===== src/rtl/width_pkg.sv =====
// Shared constants, state encoding and subset-sum helper for the pulse-width decoder.
package width_pkg;

    localparam logic [8:0] W_SW1   = 9'd120;
    localparam logic [8:0] W_SW2   = 9'd109;
    localparam logic [8:0] W_SW3   = 9'd76;
    localparam logic [8:0] W_SW4   = 9'd43;
    localparam logic [8:0] CNT_MAX = 9'd511;

    typedef enum logic [2:0] {
        ARM,
        IDLE,
        MEAS,
        OVF,
        DONE
    } state_t;

    // Width the transmitter encodes for a switch pattern; max 348, fits in 9 bits.
    function automatic logic [8:0] subset_sum(input logic [3:0] sw);
        logic [8:0] s;
        s = '0;
        if (sw[0]) s = s + W_SW1;
        if (sw[1]) s = s + W_SW2;
        if (sw[2]) s = s + W_SW3;
        if (sw[3]) s = s + W_SW4;
        return s;
    endfunction

endpackage


===== src/rtl/width_lookup.sv =====
// Combinational map from a measured width to the first matching switch code.
module width_lookup
    import width_pkg::*;
#(
    parameter int unsigned TOL = 0
) (
    input  logic [8:0] value,
    output logic       hit,
    output logic [3:0] code
);

    localparam logic [8:0] TOL_W = 9'(TOL);

    logic [8:0] sum;
    logic [8:0] diff;

    // Scan codes 1..15 in ascending order; the first one within tolerance wins.
    always_comb begin
        hit  = 1'b0;
        code = '0;
        sum  = '0;
        diff = '0;
        for (int unsigned c = 1; c < 16; c++) begin
            sum  = subset_sum(4'(c));
            diff = (value >= sum) ? (value - sum) : (sum - value);
            if (!hit && (diff <= TOL_W)) begin
                hit  = 1'b1;
                code = 4'(c);
            end
        end
    end

endmodule


===== src/rtl/width_reader.sv =====
// Receive-side decoder: measures the high width of line_in in baud ticks and
// recovers the 4-bit switch code, strobing valid or err once per pulse.
module width_reader
    import width_pkg::*;
#(
    parameter int unsigned MIN_W = 4,
    parameter int unsigned TOL   = 0
) (
    input  logic       sysclk,
    input  logic       reset,
    input  logic       tick,
    input  logic       line_in,
    output logic [3:0] code,
    output logic [8:0] width,
    output logic       valid,
    output logic       err,
    output logic       busy
);

    localparam logic [8:0] MIN_W9 = 9'(MIN_W);

    logic       sync_q1;
    logic       line_s;
    state_t     state;
    state_t     state_nxt;
    logic [8:0] cnt;
    logic [8:0] value;
    logic       hit;
    logic [3:0] hit_code;
    logic       meas_end;

    assign value    = cnt - 9'd1;
    assign meas_end = tick && !line_s && ((state == MEAS) || (state == OVF));
    assign busy     = (state == MEAS) || (state == OVF);

    width_lookup #(
        .TOL (TOL)
    ) u_lookup (
        .value (value),
        .hit   (hit),
        .code  (hit_code)
    );

    // Two-flop synchronizer for the asynchronous serial line.
    always_ff @(posedge sysclk) begin
        if (reset) begin
            sync_q1 <= 1'b0;
            line_s  <= 1'b0;
        end else begin
            sync_q1 <= line_in;
            line_s  <= sync_q1;
        end
    end

    // State register.
    always_ff @(posedge sysclk) begin
        if (reset) state <= ARM;
        else       state <= state_nxt;
    end

    // Next-state logic; all transitions except DONE->IDLE wait for a tick.
    always_comb begin
        state_nxt = state;
        case (state)
            ARM:  if (tick && !line_s) state_nxt = IDLE;
            IDLE: if (tick && line_s)  state_nxt = MEAS;
            MEAS: begin
                if (tick) begin
                    if (!line_s)                       state_nxt = DONE;
                    else if (cnt >= CNT_MAX - 9'd1)    state_nxt = OVF;
                end
            end
            OVF:  if (tick && !line_s) state_nxt = DONE;
            DONE: state_nxt = IDLE;
            default: state_nxt = ARM;
        endcase
    end

    // High-tick counter: loads 1 on the first high tick, saturates at CNT_MAX.
    always_ff @(posedge sysclk) begin
        if (reset) begin
            cnt <= '0;
        end else if (tick && line_s) begin
            if (state == IDLE)                         cnt <= 9'd1;
            else if (state == MEAS && cnt != CNT_MAX)  cnt <= cnt + 9'd1;
        end
    end

    // Result registers. Decode is captured on the closing tick so the strobe
    // occupies exactly the DONE cycle; code/width hold until the next strobe.
    always_ff @(posedge sysclk) begin
        if (reset) begin
            code  <= '0;
            width <= '0;
            valid <= 1'b0;
            err   <= 1'b0;
        end else begin
            valid <= 1'b0;
            err   <= 1'b0;
            if (meas_end) begin
                if (state == OVF) begin
                    err   <= 1'b1;
                    code  <= '0;
                    width <= CNT_MAX;
                end else if (cnt >= MIN_W9) begin
                    if (hit) begin
                        valid <= 1'b1;
                        code  <= hit_code;
                        width <= value;
                    end else begin
                        err   <= 1'b1;
                        code  <= '0;
                        width <= value;
                    end
                end
            end
        end
    end

endmodule

===== config.mk =====
export PLATFORM = sky130hd
export DESIGN_NAME = width_reader
export DESIGN_NICKNAME = d
export VERILOG_FILES = /design/src/rtl/width_pkg.sv /design/src/rtl/width_lookup.sv /design/src/rtl/width_reader.sv
export SDC_FILE = /design/constraint.sdc
export NUM_CORES = 1
export LEC_CHECK = 0
export CAP_MARGIN = 40
export CORE_ASPECT_RATIO = 0.9
export CORE_MARGIN = 2
export CORE_UTILIZATION = 44
export CTS_CLUSTER_SIZE = 10
export DETAILED_ROUTE_END_ITERATION = 8
export SLEW_MARGIN = 30
export SYNTH_ARGS = -nofsm -noshare
export SYNTH_HDL_FRONTEND = slang
export SYNTH_HIERARCHICAL = 1
export SYNTH_SLANG_ARGS = --single-unit

===== constraint.sdc =====
create_clock -name sysclk -period 12.5 [get_ports sysclk]
set_input_delay 1.875 -clock sysclk [delete_from_list [all_inputs] [get_ports sysclk]]
set_output_delay 1.875 -clock sysclk [all_outputs]
set_load 0.1 [all_outputs]

Word-level counts from Yosys, hierarchy flattened. Index checks and enable logic that the tools add are counted.

Register bits after elaboration: 29. Output and inout port bits: 16. Input bits: 4. Word-level logic and storage cells: 189.

Order comparisons: 32. Bitwise operators: 2. Equal/unequal tests: 10. Multiplexer cells: 63. Add/subtract/negate cells: 32. Reduce and logical (&&, ||, !) cells: 42.

Operator list (number): 9-bit 2-to-1 mux (19); 9-bit by 1-bit less-or-equal comparator with 1-bit output, second input constant (15); 4-bit 2-to-1 mux (17); 9-bit by 8-bit greater-or-equal comparator with 1-bit output, second input constant (7); 8-bit by 9-bit subtractor with 9-bit output, first input constant (7); 9-bit by 8-bit subtractor with 9-bit output, second input constant (7); 9-bit by 7-bit greater-or-equal comparator with 1-bit output, second input constant (4); 9-bit greater-or-equal comparator, second input constant (4); 7-bit by 9-bit subtractor with 9-bit output, first input constant (4); 9-bit by 7-bit subtractor with 9-bit output, second input constant (4); 9-bit subtractor, first input constant (3); 9-bit subtractor, second input constant (3); 1-bit 2-to-1 mux (20); 1-bit logical AND (18); 3-bit 2-to-1 mux (6); 1-bit logical NOT (15); 3-bit one-hot mux with 5 select lines (1); 9-bit by 1-bit adder with 9-bit output, second input constant (1); 9-bit by 3-bit greater-or-equal comparator with 1-bit output, second input constant (1); 9-bit by 6-bit greater-or-equal comparator with 1-bit output, second input constant (1); 9-bit inequality test, second input constant (1); 6-bit by 9-bit subtractor with 9-bit output, first input constant (1); 9-bit by 1-bit subtractor with 9-bit output, second input constant (1); 9-bit by 6-bit subtractor with 9-bit output, second input constant (1); other kinds (13) (20).

Logic depth before layout (Yosys ltp). Gate-level depths: netlist of run 1.

Depth in word-level cells: 50. Depth in mapped cells: 21. Mapped depth without buffers: 17.

Hierarchy. The synthesis of run 1 kept the hierarchy.

Modules (own cells, without submodules): width_lookup (instances 1, cells an instance 626, sequential area each 0.0 sq um, area each 3948.8 sq um); width_reader (instances 1, cells an instance 167, sequential area each 580.6 sq um, area each 1551.5 sq um).

Least setup slack after synthesis of run 1. OpenSTA, ideal clock, no wires.

Kind: reg2reg. From: reg cnt[0]. To: reg err. Data required time: 12.441 ns. Clock period less this slack: 4.638 ns. Buffers on the path: 2. Setup time: 0.059 ns. Cell stages (with the launch flop): 19. Slack: 7.862 ns. Arrival: 4.579 ns. Cell sequence: dfxtp_1 inv_1 ha_1 xor2_1 clkbuf_1 inv_1 ha_1 buf_2 a21boi_2 mux2_2 o2111ai_1 mux2i_1 a211o_1 a211oi_2 nand4_1 or2_1 nand4b_1 o21ai_0 and2_1.

Cells in the longest elaborated chain, start to end: 50. Elaborated cells between the ends (all ways): 123. Classes of those cells: add/sub: 31; order compare: 31; mux: 33; reduce/logical: 28.

RTL lines: start: declaration (line width_reader.sv:26) `logic [8:0] cnt;`; start signal: assignment (line width_reader.sv:85) `else if (state == MEAS && cnt != CNT_MAX) cnt <= cnt + 9'd1;`; 9-bit by 1-bit subtractor with 9-bit output * (line width_reader.sv:32) `assign value = cnt - 9'd1;`; via value[0] (line width_reader.sv:27) `logic [8:0] value;`; 7-bit by 9-bit subtractor with 9-bit output (tied with other cells) (line width_lookup.sv:25) `diff = (value >= sum) ? (value - sum) : (sum - value);`; 9-bit 2-to-1 mux (line width_lookup.sv:25); 9-bit by 1-bit less-or-equal comparator with 1-bit output (line width_lookup.sv:26) `if (!hit && (diff <= TOL_W)) begin`; 1-bit 2-to-1 mux (line width_lookup.sv:26); 1-bit logical NOT (line width_lookup.sv:26); 1-bit logical AND (line width_lookup.sv:26); [... 36 more ...]; 1-bit 2-to-1 mux (line width_lookup.sv:26); 1-bit logical NOT (line width_lookup.sv:26); 1-bit logical AND (line width_lookup.sv:26); 1-bit 2-to-1 mux * (line width_lookup.sv:26); via hit (line width_reader.sv:28) `logic hit;`; 1-bit 2-to-1 mux * (line width_reader.sv:106) `if (hit) begin`; 1-bit 2-to-1 mux * (line width_reader.sv:105) `end else if (cnt >= MIN_W9) begin`; 1-bit 2-to-1 mux * (line width_reader.sv:101) `if (state == OVF) begin`; end signal: assignment (line width_reader.sv:99) `err <= 1'b0;`; end signal: assignment (line width_reader.sv:102) `err <= 1'b1;`; end signal: assignment (line width_reader.sv:111) `err <= 1'b1;`; end: declaration (line width_reader.sv:16) `output logic err,`.

The timed path passes the listed nets; every way through them passes the cells marked *. A chain may end at the register's enable or synchronous reset.

Worst setup path in the final report of run 1.
From: reg cnt[0]. To: reg code[2].

Cells in the longest elaborated chain, start to end: 50. Elaborated cells between the ends (all ways): 138. Classes of those cells: add/sub: 31; order compare: 31; mux: 46; reduce/logical: 30.

RTL lines: 9-bit by 1-bit subtractor with 9-bit output * (line width_reader.sv:32); via value[0] (line width_reader.sv:27); 7-bit by 9-bit subtractor with 9-bit output (tied with other cells) (line width_lookup.sv:25); 9-bit 2-to-1 mux (line width_lookup.sv:25); 9-bit by 1-bit less-or-equal comparator with 1-bit output (line width_lookup.sv:26); 1-bit 2-to-1 mux (line width_lookup.sv:26); 1-bit logical NOT (line width_lookup.sv:26); 1-bit logical AND (line width_lookup.sv:26); [... 36 more ...]; 1-bit 2-to-1 mux (line width_lookup.sv:26); 1-bit logical NOT (line width_lookup.sv:26); 1-bit logical AND (line width_lookup.sv:26); 1-bit 2-to-1 mux * (line width_lookup.sv:26); via hit (line width_reader.sv:28); 4-bit 2-to-1 mux * (line width_reader.sv:106); 4-bit 2-to-1 mux * (line width_reader.sv:105); 4-bit 2-to-1 mux * (line width_reader.sv:101); end signal: assignment (line width_reader.sv:108) `code <= hit_code;`; end: declaration (line width_reader.sv:13) `output logic [3:0] code,`.

The timed path passes the listed nets; every way through them passes the cells marked *. The select of a mux whose other input is x is not followed.

==> impl_metrics.tcl, run 1 <==
set metrics [dict create \
    die_y_um 110 \
    seq_area_frac_synth 0.106 \
    nFillCells 1200 \
    start_kind "flip-flop" \
    drive_gt1_frac 0.0969 \
    synth_warnings 6 \
    cp.arrival_ps 6100 \
    rows 38 \
    cts_resized 0 \
    netlist-cell-type-count 88 \
    fp.dieW_um 122 \
    peakVddDrop_mv 0.0600 \
    clkSlewWorstSetupHoldPaths_ps 50 \
    hold_viol_final 0 \
    routed_wirelength_mm 20.8 \
    syn_inst 793 \
    status "finished, final reports clean" \
    grt_max_degree 55 \
    drtIter0Drc 1113 \
    path_cells "inv_1 -> buf_4 -> ha_1 -> nor3b_1 -> xor2_4 -> buf_4 -> inv_2 -> ha_1 -> a211oi_1 -> nand2_1 -> o41ai_1 -> a21oi_1 -> o2111a_1 -> a211oi_2 -> nand4_1 -> or2_1 -> nand4b_1 -> nand4_1 -> a21oi_1" \
    synth_edf_count 0 \
    fin_worst_skew_ps 3.75 \
    crit_path_max_fanout 42 \
    syn_avg_cell_area_um2 6.94 \
    io_buffers 19 \
    cts_setup_buffers 0 \
    dp.cells 925 \
    root_buffer "clkbuf_16" \
    area_growth_pct 12.8 \
    setup_viol 0 \
    gp_congestion 0.955 \
    track_usage 0.310 \
    first_global_vias 5860 \
    leakagePower_nw 2.17 \
    synthFlopType "dfxtp_1" \
    ys_ff_latch 29 \
    finalInstanceArea_um2 6210 \
    whs_path_depth 1 \
    post-route-period-util 0.477 \
    clk_path_buf_depth 2 \
    num-nets-final 804 \
    dr.pass1.iters 6 \
    die_area_um2 13400 \
    regToRegSetupSlack_ps 6530 \
    cp_slowest_cell "a211oi_1" \
    via_per_inst 6.96 \
    max_freq_mhz 168 \
    r2r-end "code[2]" \
    antenna_found_initial 0 \
    register_area_um2 581 \
    maxSlewViolCount 0 \
    pin_count 20 \
    initial_core_util 0.454 \
    synthArstFlopShare 0 \
    cts_buffers 5 \
    tns_ps 0 \
    cts_num_sinks 29 \
    reg2reg_depth 19 \
    fin_crit_ps 5970 \
    maxCapViolCount 0 \
    powerDensity_nw_per_um2 44.8 \
    slew_headroom 0.442 \
    post_dp_cell_area_um2 6040 \
    reg2reg_from "cnt[0]" \
    worstPathRequired_ps 12630 \
    path_delay_family "compound AO/OA/AOI/OAI gates" \
    grt_pass1_wl_mm 32.7 \
    synth_fp_nets 824 \
    cp_num_buf_inv 4 \
    final_cells 934 \
    hp-class "flip-flop to flip-flop" \
    wl_per_cell_um 22.3 \
    clkLatencyLatePin_ps 280 \
    antenna_left 0 \
    n_antenna_cell 0 \
    final_util 0.512 \
    grt-ovfl-total 0 \
    num_vias 6500 \
    rsz0062_at_grt "false" \
    multi_input_area_um2 4560 \
    criticalPathCategory "flip-flop to flip-flop" \
    cts_tree "yes" \
    hold_slack_ps 448 \
    cts_htree_levels 2 \
    hold_start "sync_q1" \
    dp_hpwl_mm 14.5 \
    hold_path_end "line_s" \
    worst_slew_pin_slew_ps 829 \
    worstSetupEndpointType "flip-flop" \
    drc 0 \
    crit_path_max_incr_delay_ps 660 \
    syn_area_um2 5500 \
    holdBufCountCts 0 \
    fp.coreArea_um2 12100 \
]
placed cells by master, fill, tap and decap left out, types with 6 or more instances in the layout:
cell type and instances:
nand4_1 14, a21o_1 7, a211oi_1 14, o21ai_0 34, inv_1 23, nor3_1 19
a311oi_1 6, o21a_1 6, ha_1 27, or3_1 7, buf_8 11, nor4_1 8
xnor2_1 34, mux2i_1 13, o211ai_1 10, o2111ai_1 9, a21oi_1 69, nand2_1 64
dfxtp_1 29, a31oi_1 16, o31ai_1 7, nand2b_1 20, xor2_1 8, buf_4 15
nor2_1 62, and2_1 12, clkdlybuf4s50_1 19, nor3b_1 10, nand3_1 35, a221oi_1 7
nor2b_1 16
through the flow:
| step | setup slack, ps | power, W |
|---|---|---|
| floorplan | 7860 | 0.000137 |
| global placement | 6910 | 0.000149 |
| detailed placement | 6710 | 0.000151 |
| CTS | 6680 | 0.000278 |
| global route | 6090 | 0.000289 |
| finish | 6530 | 0.000278 |
layer usage:
layer / wire (µm) / track usage / vias to the layer above
met5: 0 / 0 / -
met4: 752 / 0.0977 / 0
met3: 2070 / 0.0509 / 75
met2: 9050 / 0.474 / 412
met1: 8940 / 0.444 / 3073
li1: - / - / 2940
area by class of cell:
class / instances / area share
Clock buffer: 7 / 0.0246
Timing Repair Buffer: 51 / 0.0994
Sequential cell: 29 / 0.0935
Tap cell: 160 / 0.0323
Inverter: 25 / 0.0151
Multi-Input combinational cell: 661 / 0.734
Clock inverter: 1 / 0.000806
cells in the mapped netlist, drive strengths merged (14+ instances only):
cell,n,area (µm²)
a21oi,69,345
nand2,64,240
nor2,62,233
clkbuf,42,158
xnor2,37,324
buf,36,179
nand3,35,175
o21ai,35,175
dfxtp,29,581
ha,27,338
inv,24,90.1
nand2b,20,125
nor3,19,95.1
a31oi,16,100
nor2b,16,100
a211oi,15,118
nand4,14,87.6
state kept, by name, indices dropped and copies added, names as in the netlist:
register,flops
line_s,1
sync_q1,1
err,1
cnt,9
code,4
valid,1
state,3
width,9
worst max path at each step:
stage,to,slack [ps],start,cells after the start
3_5_place_dp,err,6710,cnt[0],19
4_1_cts,err,6680,cnt[0],19
3_3_place_gp,err,6910,cnt[0],19
2_1_floorplan,err,7860,cnt[0],18
6_report,code[2],6530,cnt[0],19
5_1_grt,err,6090,cnt[0],19
power by group:
| group | leakage, nW | internal (W) | switching (W) |
|---|---|---|---|
| combinational | 1.85 | 0.0000194 | 0.0000368 |
| sequential | 0.234 | 0.0000936 | 0.00000159 |
| clock | 0.0799 | 0.0000841 | 0.0000424 |
worst reg2reg max path: cells and delay by family (launching register included):
kind                     cells  cell delay [ps]
flip-flops                   1              400
AND/OR/NAND/NOR              6             1600
adder cells (fa/ha/maj)      2              760
buffers and inverters        4             1170
XOR/XNOR                     1              160
AO/OA/AOI/OAI                6             1720
cell families after synthesis:
group                    after synthesis  share of synthesized area
buffers and inverters                103                     0.0783
XOR/XNOR                              48                     0.0764
flip-flops                            29                      0.106
adder cells (fa/ha/maj)               27                     0.0614
AND/OR/NAND/NOR                      306                      0.302
multiplexers                          16                     0.0298
AO/OA/AOI/OAI                        264                      0.347
No activity file was read; power rests on OpenSTA's default activity.
==> run 2: changes to the inputs <==
==> constraint.sdc (replaced) <==
create_clock -name sysclk -period 6.25 [get_ports sysclk]
set_input_delay 0.9375 -clock sysclk [delete_from_list [all_inputs] [get_ports sysclk]]
set_output_delay 0.9375 -clock sysclk [all_outputs]
set_load 0.1 [all_outputs]
==> run 2 against run 1 <==
  * Die area stayed put
  * Critical path depth is 1 lower
  * Wire length is 4.4% higher
  * Sequential cell count stayed put
  * Combinational power is 100% higher
  * Total power is 110% higher
  * Via count is 0.97% higher
  * Maximum frequency is 12% higher
  * Core utilization is 0.62 points higher
  * Worst hold slack better by 7.8 ps
  * Cell count is 0.86% higher
  * Sequential power is 100% higher
==> impl_metrics.tcl, run 2 (same netlist as run 1, synthesis figures left out) <==
set metrics [dict create \
    clk_path_buf_depth 2 \
    post-route-period-util 0.851 \
    max_freq_mhz 188 \
    drc 0 \
    slew_headroom 0.442 \
    cts_resized 0 \
    grt-ovfl-total 0 \
    start_kind "flip-flop" \
    leakagePower_nw 2.21 \
    reg.largest.list "cnt x9, width x9, code x4" \
    fp.coreArea_um2 12100 \
    final_cells 942 \
    worst_slew_pin_slew_ps 832 \
    whs_path_depth 1 \
    antenna_left 0 \
    cp_slowest_cell "a311oi_1" \
    crit_path_max_fanout 16 \
    dp.cells 933 \
    criticalPathCategory "flip-flop to flip-flop" \
    final_cell_mix "69 x a21oi_1, 64 x nand2_1, 62 x nor2_1, 35 x nand3_1" \
    nFillCells 1185 \
    layout_setup_ws_ps 933 \
    fin_worst_skew_ps 3.55 \
    cts_num_sinks 29 \
    crit_path_max_incr_delay_ps 690 \
    hp-class "flip-flop to flip-flop" \
    clkLatencyLatePin_ps 280 \
    reg2reg_from "cnt[0]" \
    routed_wirelength_mm 21.7 \
    grt_pass1_wl_mm 34.0 \
    hold_start "sync_q1" \
    drtIter0Drc 871 \
    cp.arrival_ps 5510 \
    grt_max_degree 55 \
    root_buffer "clkbuf_16" \
    reg2reg_depth 18 \
    hold_viol_final 0 \
    regToRegSetupSlack_ps 930 \
    path_delay_family "compound AO/OA/AOI/OAI gates" \
    worstPathRequired_ps 6440 \
    fin_crit_ps 5320 \
    rsz0062_at_grt "false" \
    num_vias 6563 \
    die_area_um2 13400 \
    pin_count 20 \
    clkSlewWorstSetupHoldPaths_ps 50 \
    cts_buffers 5 \
    num-nets-final 812 \
    io_buffers 19 \
    wl_per_cell_um 23.1 \
    setup_viol 0 \
    gp_congestion 1.04 \
    maxSlewViolCount 0 \
    path_cells "inv_1 -> ha_1 -> nor3b_1 -> xor2_4 -> inv_2 -> ha_1 -> buf_4 -> nor2b_1 -> a311oi_1 -> o21ai_1 -> nor3_1 -> a32oi_1 -> nand3_1 -> nand3_1 -> and2_1 -> o2111ai_1 -> nand4_1 -> a21oi_1" \
    worstSetupEndpointType "flip-flop" \
    cp_num_buf_inv 3 \
    rows 38 \
    initial_core_util 0.454 \
    dp_hpwl_mm 15.3 \
    dr.pass1.iters 8 \
    cts_setup_buffers 0 \
    area_growth_pct 14.2 \
    first_global_vias 6032 \
    maxCapViolCount 0 \
    via_per_inst 6.97 \
    fp.dieW_um 122 \
    drive_gt1_frac 0.105 \
    cts_htree_levels 2 \
    r2r-end "code[0]" \
    powerDensity_nw_per_um2 93.8 \
    final_common_cell "a21oi_1" \
    holdBufCountCts 0 \
    peakVddDrop_mv 0.109 \
    status "finished, final reports clean" \
    tns_ps 0 \
    n_antenna_cell 0 \
    track_usage 0.324 \
    die_y_um 110 \
    antenna_found_initial 0 \
    hold_path_end "line_s" \
    cts_tree "yes" \
    post-place-ws_ps 1170 \
]
## run 2: worst register-to-register path: cells and delay by family (launching register included)
kind | cells | cell delay [ps]
simple gates | 7 | 1470
fa+ha+maj | 2 | 920
xor+xnor | 1 | 130
buf+inv | 3 | 740
compound gates | 5 | 1580
flops | 1 | 400
## run 2: worst max path at each step
stage | startpoint | to | slack, ps | cells after the start
6_report | cnt[0] | code[0] | 930 | 18
5_1_grt | cnt[0] | code[1] | 630 | 18
4_1_cts | cnt[0] | code[0] | 1160 | 18
3_5_place_dp | cnt[0] | code[0] | 1170 | 18
3_3_place_gp | cnt[0] | code[0] | 1270 | 18
2_1_floorplan | cnt[0] | err | 1610 | 18
## run 2: layout make-up
class	count	area, µm²	share of cell area
Sequential cell	29	581	0.0924
Inverter	25	93.8	0.0149
Timing Repair Buffer	59	677	0.108
Clock buffer	7	143	0.0227
Clock inverter	1	30.0	0.00478
Multi-Input combinational cell	661	4560	0.725
Tap cell	160	200	0.0319
## run 2: power breakdown
part / total [W] / internal (W) / switching (W)
Clock: 0.000284 / 0.000199 / 0.0000847
Combinational: 0.000115 / 0.0000397 / 0.0000755
Sequential: 0.000191 / 0.000187 / 0.00000354
## run 2: per-stage QoR
step,utilization,instance area [µm²],hold slack (ps),power [W]
finish,0.518,6280,456,0.000589
global route,0.518,6280,459,0.000608
floorplan,-,5500,414,0.000274
CTS,0.517,6270,455,0.000588
global placement,0.479,5810,440,0.000301
detailed placement,0.503,6100,436,0.000304
## run 2: layer usage
layer  track usage  routed length, µm  share of wire  up-vias
met4         0.107                824          0.038        0
met1         0.438               9010           0.41     3098
met2         0.503               9470           0.44      439
li1              -                  -              -     2950
met5             0                  0              0        -
met3        0.0813               2440           0.11       76
==> run 3: changes to the inputs <==
--- a/config.mk
+++ b/config.mk
@@ -16,3 +16,4 @@
 export SYNTH_HDL_FRONTEND = slang
 export SYNTH_HIERARCHICAL = 1
 export SYNTH_SLANG_ARGS = --single-unit
+export TNS_END_PERCENT = 1
==> results of run 3 <==
Final layout, timing and power as in run 2 (identical DEF).
